$ cat src/rtl/mat_result_writer.sv
// Result-side matrix writer: streams row-major result elements into result memory
// (optionally transposed), then clears the op-code word and pulses done.
module mat_result_writer #(
  parameter int unsigned ADDR_WIDTH = 12,
  parameter int unsigned DATA_WIDTH = 32,
  parameter int unsigned DIM_WIDTH  = 6,
  parameter int unsigned RES_BASE   = 999,
  parameter int unsigned OP_BASE    = 999
) (
  input  logic                   clock,
  input  logic                   reset,
  input  logic                   start,
  input  logic [DIM_WIDTH-1:0]   dim1,
  input  logic [DIM_WIDTH-1:0]   dim2,
  input  logic                   transpose,
  input  logic                   in_valid,
  input  logic [DATA_WIDTH-1:0]  in_data,
  output logic                   in_ready,
  input  logic                   mem_busy,
  output logic [ADDR_WIDTH-1:0]  mem_addr,
  output logic [DATA_WIDTH-1:0]  mem_data,
  output logic                   write,
  output logic                   busy,
  output logic                   done,
  output logic [2*DIM_WIDTH-1:0] elem_count
);

  localparam int unsigned CNT_W = 2 * DIM_WIDTH;

  typedef enum logic [1:0] {
    S_IDLE,
    S_STREAM,
    S_CLEAR_OP,
    S_DONE
  } state_t;

  state_t                r_state, w_state;
  logic [DIM_WIDTH-1:0]  r_dim1, w_dim1;
  logic [DIM_WIDTH-1:0]  r_dim2, w_dim2;
  logic                  r_tras, w_tras;
  logic [DIM_WIDTH-1:0]  r_row, w_row;
  logic [DIM_WIDTH-1:0]  r_col, w_col;
  logic [CNT_W-1:0]      r_off, w_off;
  logic                  r_all_in, w_all_in;
  logic [CNT_W-1:0]      r_cnt, w_cnt;
  logic                  r_write, w_write;
  logic [ADDR_WIDTH-1:0] r_addr, w_addr;
  logic [DATA_WIDTH-1:0] r_data, w_data;
  logic                  r_busy, w_busy;
  logic                  r_done, w_done;

  logic w_in_ready;
  logic w_xfer;
  logic w_acc;
  logic w_row_last;
  logic w_col_last;

  // State and datapath registers
  always_ff @(posedge clock) begin
    if (reset) begin
      r_state  <= S_IDLE;
      r_dim1   <= '0;
      r_dim2   <= '0;
      r_tras   <= 1'b0;
      r_row    <= '0;
      r_col    <= '0;
      r_off    <= '0;
      r_all_in <= 1'b0;
      r_cnt    <= '0;
      r_write  <= 1'b0;
      r_addr   <= '0;
      r_data   <= '0;
      r_busy   <= 1'b0;
      r_done   <= 1'b0;
    end else begin
      r_state  <= w_state;
      r_dim1   <= w_dim1;
      r_dim2   <= w_dim2;
      r_tras   <= w_tras;
      r_row    <= w_row;
      r_col    <= w_col;
      r_off    <= w_off;
      r_all_in <= w_all_in;
      r_cnt    <= w_cnt;
      r_write  <= w_write;
      r_addr   <= w_addr;
      r_data   <= w_data;
      r_busy   <= w_busy;
      r_done   <= w_done;
    end
  end

  // Next-state, handshake and offset generation
  always_comb begin
    w_state    = r_state;
    w_dim1     = r_dim1;
    w_dim2     = r_dim2;
    w_tras     = r_tras;
    w_row      = r_row;
    w_col      = r_col;
    w_off      = r_off;
    w_all_in   = r_all_in;
    w_cnt      = r_cnt;
    w_write    = r_write;
    w_addr     = r_addr;
    w_data     = r_data;
    w_done     = 1'b0;
    w_in_ready = (r_state == S_STREAM) && !r_all_in && (!r_write || !mem_busy);
    w_xfer     = w_in_ready && in_valid;
    w_acc      = r_write && !mem_busy;
    w_row_last = (r_row == r_dim1 - DIM_WIDTH'(1));
    w_col_last = (r_col == r_dim2 - DIM_WIDTH'(1));

    unique case (r_state)
      S_IDLE: begin
        if (start) begin
          w_dim1   = dim1;
          w_dim2   = dim2;
          w_tras   = transpose;
          w_row    = '0;
          w_col    = '0;
          w_off    = '0;
          w_all_in = 1'b0;
          w_cnt    = '0;
          if (dim1 == '0 || dim2 == '0) begin
            w_state = S_CLEAR_OP;
            w_write = 1'b1;
            w_addr  = ADDR_WIDTH'(OP_BASE);
            w_data  = '0;
          end else begin
            w_state = S_STREAM;
          end
        end
      end

      S_STREAM: begin
        if (w_xfer) begin
          w_data  = in_data;
          w_addr  = ADDR_WIDTH'(RES_BASE) + ADDR_WIDTH'(r_off);
          w_write = 1'b1;
          w_cnt   = r_cnt + CNT_W'(1);
          // Transposed: step by dim1 along a row, restart at the next row index on wrap
          if (w_col_last) begin
            w_col = '0;
            w_row = r_row + DIM_WIDTH'(1);
            w_off = r_tras ? CNT_W'(r_row) + CNT_W'(1) : r_off + CNT_W'(1);
            if (w_row_last) begin
              w_all_in = 1'b1;
            end
          end else begin
            w_col = r_col + DIM_WIDTH'(1);
            w_off = r_tras ? r_off + CNT_W'(r_dim1) : r_off + CNT_W'(1);
          end
        end else if (w_acc) begin
          w_write = 1'b0;
        end
        if (r_all_in && (!r_write || w_acc)) begin
          w_state = S_CLEAR_OP;
          w_write = 1'b1;
          w_addr  = ADDR_WIDTH'(OP_BASE);
          w_data  = '0;
        end
      end

      S_CLEAR_OP: begin
        if (!mem_busy) begin
          w_state = S_DONE;
          w_write = 1'b0;
          w_done  = 1'b1;
        end
      end

      S_DONE: begin
        w_state = S_IDLE;
      end

      default: begin
        w_state = S_IDLE;
      end
    endcase

    w_busy = (w_state != S_IDLE);
  end

  assign in_ready   = w_in_ready;
  assign mem_addr   = r_addr;
  assign mem_data   = r_data;
  assign write      = r_write;
  assign busy       = r_busy;
  assign done       = r_done;
  assign elem_count = r_cnt;

endmodule

$ cat config.mk
export PLATFORM = sky130hd
export DESIGN_NAME = mat_result_writer
export DESIGN_NICKNAME = d
export VERILOG_FILES = /design/src/rtl/mat_result_writer.sv
export SDC_FILE = /design/constraint.sdc
export NUM_CORES = 1
export LEC_CHECK = 0
export BUFFER_PORTS_ARGS = -buffer_cell sky130_fd_sc_hd__buf_4
export CAP_MARGIN = 20
export CORE_UTILIZATION = 45
export CTS_CLUSTER_DIAMETER = 40
export DETAILED_ROUTE_END_ITERATION = 8
export GPL_TIMING_DRIVEN = 0
export PLACE_DENSITY = 0.71
export SLEW_MARGIN = 5
export SYNTH_ARGS = -nofsm -noshare
export SYNTH_HDL_FRONTEND = slang
export SYNTH_SLANG_ARGS = --single-unit
$ cat constraint.sdc
create_clock -name clock -period 2.2 [get_ports clock]
set_input_delay 0.22 -clock clock [delete_from_list [all_inputs] [get_ports clock]]
set_output_delay 0.22 -clock clock [all_outputs]
set_load 0.005 [all_outputs]
After elaboration in Yosys (flattened, before gate mapping)
Index checks and enable logic that the tools add are counted.
Storage, ports and cells
  ROM bits: 0
  memory bits (writable): 0
  register bits: 99
  latch bits: 0
  memories: 0
  word-level logic and storage cells: 104
Operators by class
  divide/modulo/power cells: 0
  bitwise logic cells: 1
  muxes and demuxes: 43
  shift-type cells: 0
  reductions and logical operators: 24
  $add $sub $neg: 9
  multipliers: 0
  order comparisons: 0
  equality and inequality tests: 13
Operators with widths (count)
  32-bit 2-to-1 mux: 4
  12-bit 2-to-1 mux: 10
  12-bit case mux with 2 select lines: 3
  32-bit case mux with 2 select lines: 1
  6-bit 2-to-1 mux: 5
  12-bit by 1-bit adder with 12-bit output, second input constant: 2
  6-bit case mux with 2 select lines: 2
  10-bit by 12-bit adder with 12-bit output, first input constant: 1
  12-bit by 6-bit adder with 12-bit output: 1
  6-bit by 1-bit adder with 6-bit output, second input constant: 2
  6-bit equality test: 2
  6-bit zero test: 2
  2-bit != test, second input constant: 6
  6-bit by 1-bit subtractor with 6-bit output, second input constant: 2
  1-bit 2-to-1 mux: 11
  5-bit AND reduction: 2
  2-bit 2-to-1 mux: 4
  2-bit case mux with 4 select lines: 1
  4-bit AND reduction: 2
  6-bit by 1-bit adder with 7-bit output, second input constant: 1
  1-bit logical AND: 5
  2-bit equality test, second input constant: 2
  4-bit by 3-bit != test with 1-bit output, second input constant: 1
  2-bit nonzero test: 2
  other kinds (12): 16

Depth between registers and ports, before layout
  depth in word-level cells: 7
  gate-level depth with buffers: 10
  depth with buffers taken out: 9

Worst setup path before layout
Ideal clock, no wire load.
  kind: register -> register
  from: register r_dim2[0]
  to: register r_off[3]
  arrival time: 2.066 ns
  path buffers: 1
  path slack: 0.007 ns
  required time: 2.072 ns
  stages on the path, launching flop included: 11
  cell sequence: dfxtp_1 -> inv_1 -> ha_1 -> nor2b_1 -> or3_1 -> a31oi_1 -> nand3_1 -> buf_4 -> mux2i_1 -> a222oi_1 -> nor2_1
Between the ends
  cells in the longest elaborated chain, start to end: 5
Ends and longest elaborated chain
  from (decl): RTL line 39  | logic [DIM_WIDTH-1:0] r_dim2, w_dim2;
  from (signal assigned): RTL line 78  | r_dim2 <= w_dim2;
  6-bit by 1-bit subtractor with 6-bit output: RTL line 112  | w_col_last = (r_col == r_dim2 - DIM_WIDTH'(1));
  6-bit equality test: RTL line 112
  12-bit 2-to-1 mux: RTL line 143  | if (w_col_last) begin
  12-bit 2-to-1 mux: RTL line 137  | if (w_xfer) begin
  12-bit case mux with 2 select lines: RTL line 114  | unique case (r_state)
  to (signal assigned): RTL line 82  | r_off <= w_off;
  to (decl): RTL line 43  | logic [CNT_W-1:0] r_off, w_off;
No other way between the ends. The select of a mux whose other input is x is not followed.
A chain may end at the register's enable or synchronous reset.

Final worst setup path
  from: register r_dim2[0]
  to: register r_off[4]
Same word-level chain as after synthesis.

==> results.sh <==
export IMPL_status="completed"
export IMPL_route_detailed_drc=0
export IMPL_grt_max_degree=16
export IMPL_antenna_cells=0
export IMPL_sequentialPowerShare_pct=50.1
export IMPL_grtUsageMet3_pct=2.350
export IMPL_yosys_warnings=0
export IMPL_synth_area_um2=4846
export IMPL_design_area_um2=6279
export IMPL_critPathKind="flip-flop to flip-flop"
export IMPL_yosysSeqAreaShare_pct=40.90
export IMPL_hold_path_class="input port to flip-flop"
export IMPL_switching_power_uw=999.7
export IMPL_antenna_found_initial=0
export IMPL_globalRouteMet1Util_pct=29.70
export IMPL_tightest_slew_ns=0.6164
export IMPL_place_area_um2=5827
export IMPL_p_leak_nw=2.638
export IMPL_fin_skew_ns=0.009337
export IMPL_synth_simple_area_share_pct=20.99
export IMPL_synth_top_area_share_pct=40.90
export IMPL_slew_violations=0
export IMPL_met2_usage_pct=39.87
export IMPL_synth_xor_xnor_area_share_pct=9.760
export IMPL_grt_pass1_vias=4316
export IMPL_io_pins=110
export IMPL_grt_pass1_wl_um=20740
export IMPL_syn_area_per_cell_um2=8.312
export IMPL_syn_inst=583
export IMPL_tritoncts="yes"
export IMPL_setup_violations=0
export IMPL_swShare_pct=26.16
export IMPL_required_ns=2.44
export IMPL_cp_arrival_ns=2.44
export IMPL_clockBufferDepth=2
export IMPL_hold_slack_ns=0.04376
export IMPL_nFillCells=935
export IMPL_async_flop_share_pct=0
export IMPL_start_util_pct=46.73
export IMPL_antenna_left=0
export IMPL_period_share_pct=99.58
export IMPL_vias_per_cell=5.482
export IMPL_grt_busiest_layer="met2"
export IMPL_hpwlAfterDp_um=9505
export IMPL_start_kind="flip-flop"
export IMPL_comb_power_share_pct=16.4
export IMPL_muxShareOfSynthArea_pct=1.239
export IMPL_clockPowerShare_pct=33.5
export IMPL_clk_transition_reported_paths_ns=0.09
export IMPL_hold_start="mem_busy"
export IMPL_synth_net_count=647
export IMPL_ys_flop_type="dfxtp_1"
export IMPL_peakVddDrop_uv=284.2
export IMPL_cts_root_buf="clkbuf_8"
export IMPL_die_x_um=105.8
export IMPL_yosysMostFrequentCell="dfxtp_1"
export IMPL_crit_start="r_dim2[0]$_SDFFE_PP0P_"
export IMPL_ys_ff_latch=99
export IMPL_hold_violations=0
export IMPL_rows=37
export IMPL_fin_cells=852
export IMPL_core_area_um2=10370
export IMPL_nets=777
export IMPL_endpoint_kind="flip-flop"
export IMPL_rsz0062_at_grt="yes"
export IMPL_path_max_fanout=5
export IMPL_clock_tree_htree_level_count=3
export IMPL_drt_pass1_iterations=6
export IMPL_syn2layout_area_growth_pct=29.56
export IMPL_drt_total_wl_um=12820
export IMPL_dp_cells=827
export IMPL_fp_dieH_um=105.8
export IMPL_fmax_mhz=456.5
export IMPL_fin_crit_ns=2.191
export IMPL_synth_edf_count=0
export IMPL_clk_insertion_delay_late_ns=0.37
export IMPL_grt_ovfl_total=0
export IMPL_slowest_delay_ns=0.35
export IMPL_worstPathCellList="inv_2, ha_4, nor2b_1, or3_4, a31oi_4, nand3_4, buf_8, mux2i_2, a222oi_1, nor2_1"
export IMPL_gp_congestion=0.8812
export IMPL_yosys_area_top_type="dfxtp_1"
export IMPL_synth_compound_area_share_pct=18.54
export IMPL_internal_power_mw=2.821
export IMPL_wire_per_inst_um=15.05
export IMPL_synthAdderAreaFrac_pct=3.770
export IMPL_clock_sinks=99
export IMPL_total_power_mw=3.821
export IMPL_r2r_start="r_dim2[0]$_SDFFE_PP0P_"
export IMPL_maxSlewHeadroom_pct=58.90
export IMPL_power_per_cell_area_nw_per_um2=608.6
export IMPL_grt_usage_pct=23.18
export IMPL_synth_top_family_by_area="simple AND/OR/NAND/NOR gates"
export IMPL_synth_cell_types=54
export IMPL_synth_top_cells_by_count="dfxtp_1 (99), nor2_1 (76), nand2_1 (58)"
export IMPL_drt_iter0_markers=331
export IMPL_cts_buffers=9
export IMPL_portBuffers=108
export IMPL_drive_gt1_share_pct=24.02
export IMPL_cap_violations=0
export IMPL_cpMaxStageDelayCell="dfxtp_4"
export IMPL_synth_area_top_cells="dfxtp_1 (41%), xnor2_1 (6.0%), nor2_1 (5.9%)"
export IMPL_num_vias=4671
export IMPL_die_area_um2=11190
-- power groups by stage --
stage / Sequential (mW) / Clock (mW) / Combinational, mW
after floorplan: 1.95 / 0 / 0.325
after global routing: 1.93 / 1.38 / 0.688
after detailed placement: 1.96 / 0 / 0.564
after CTS: 1.91 / 1.31 / 0.606
final: 1.92 / 1.28 / 0.626
after global placement: 1.95 / 0 / 0.550
-- stage by stage --
| step | setup TNS (ns) | worst slack [ns] | util, % |
|---|---|---|---|
| 2_1_floorplan | 0 | 0.006653 | - |
| 3_3_place_gp | -7.402 | -0.4183 | 56.19 |
| 3_5_place_dp | -8.689 | -0.4868 | 56.19 |
| 4_1_cts | 0 | 0.002137 | 59.97 |
| 5_1_grt | -0.8668 | -0.1156 | 60.55 |
| 6_report | 0 | 0.009183 | 60.55 |
-- path summary, 6_finish.rpt --
kind                              end  slack (ns)  cells after the start
min reg2reg  mem_addr[9]$_SDFFE_PP0P_        0.47                      2
max             r_off[4]$_SDFFE_PP0P_       0.009                     10
min                   done$_SDFF_PP0_        0.04                      2
max reg2reg     r_off[4]$_SDFFE_PP0P_       0.009                     10
-- area by class of cell --
cell class	count	area, um^2	share of cell area (%)
inverter	23	86.33	1.375
buffer	35	171.4	2.730
sequential	99	1989	31.69
timing repair buffer	119	918.4	14.63
tap	136	170.2	2.710
multi-input combinational	426	2729	43.46
clock inverter	4	76.32	1.216
clock buffer	10	137.6	2.192
-- cells in the final DEF, fill, tap and decap left out, types with 9 or more instances in the layout --
master,count
dfxtp_1,95
clkbuf_1,21
or3_1,9
o21ai_0,21
buf_4,121
a21oi_1,35
nand3_1,13
xor2_1,21
ha_1,12
xnor2_1,33
inv_1,21
clkbuf_8,10
nand2_1,57
nor2_1,76
a22oi_1,37
a31oi_1,14
-- metal layers --
metal  up-vias  routed length [um]
met1      2232                5774
met4         0                 269
met3        21                 520
li1       2296                   -
met2       122                6255
met5         -                   0
-- registers in the layout, indices dropped and copies added, names as in the netlist, 2 cells and up --
| name | cells |
|---|---|
| elem_count | 12 |
| mem_addr | 12 |
| mem_data | 32 |
| r_col | 6 |
| r_dim1 | 6 |
| r_dim2 | 6 |
| r_off | 12 |
| r_row | 6 |
| r_state | 2 |
-- logic make-up after synthesis --
logic type	after synthesis
compound gates	138
xor+xnor	54
fa+ha+maj	14
buf+inv	58
flops	99
mux	6
simple gates	214
-- critical path, delay by kind of cell, from the launching register on --
| kind | cells | cell delay, ns |
|---|---|---|
| AO/OA/AOI/OAI | 2 | 0.54 |
| flip-flops | 1 | 0.35 |
| AND/OR/NAND/NOR | 4 | 0.67 |
| multiplexers | 1 | 0.15 |
| buffers and inverters | 2 | 0.21 |
| adder cells (fa/ha/maj) | 1 | 0.15 |
-- timing repair --
item	4_1_cts	5_1_grt
gates cloned	1	0
endpoints found under the hold margin	0	0
setup endpoints to repair	65	71
buffers inserted	7	3
pin swaps	7	5
hold buffers	0	0
resized for setup	27	17
Note: power is estimated with default switching activity, not from simulation.
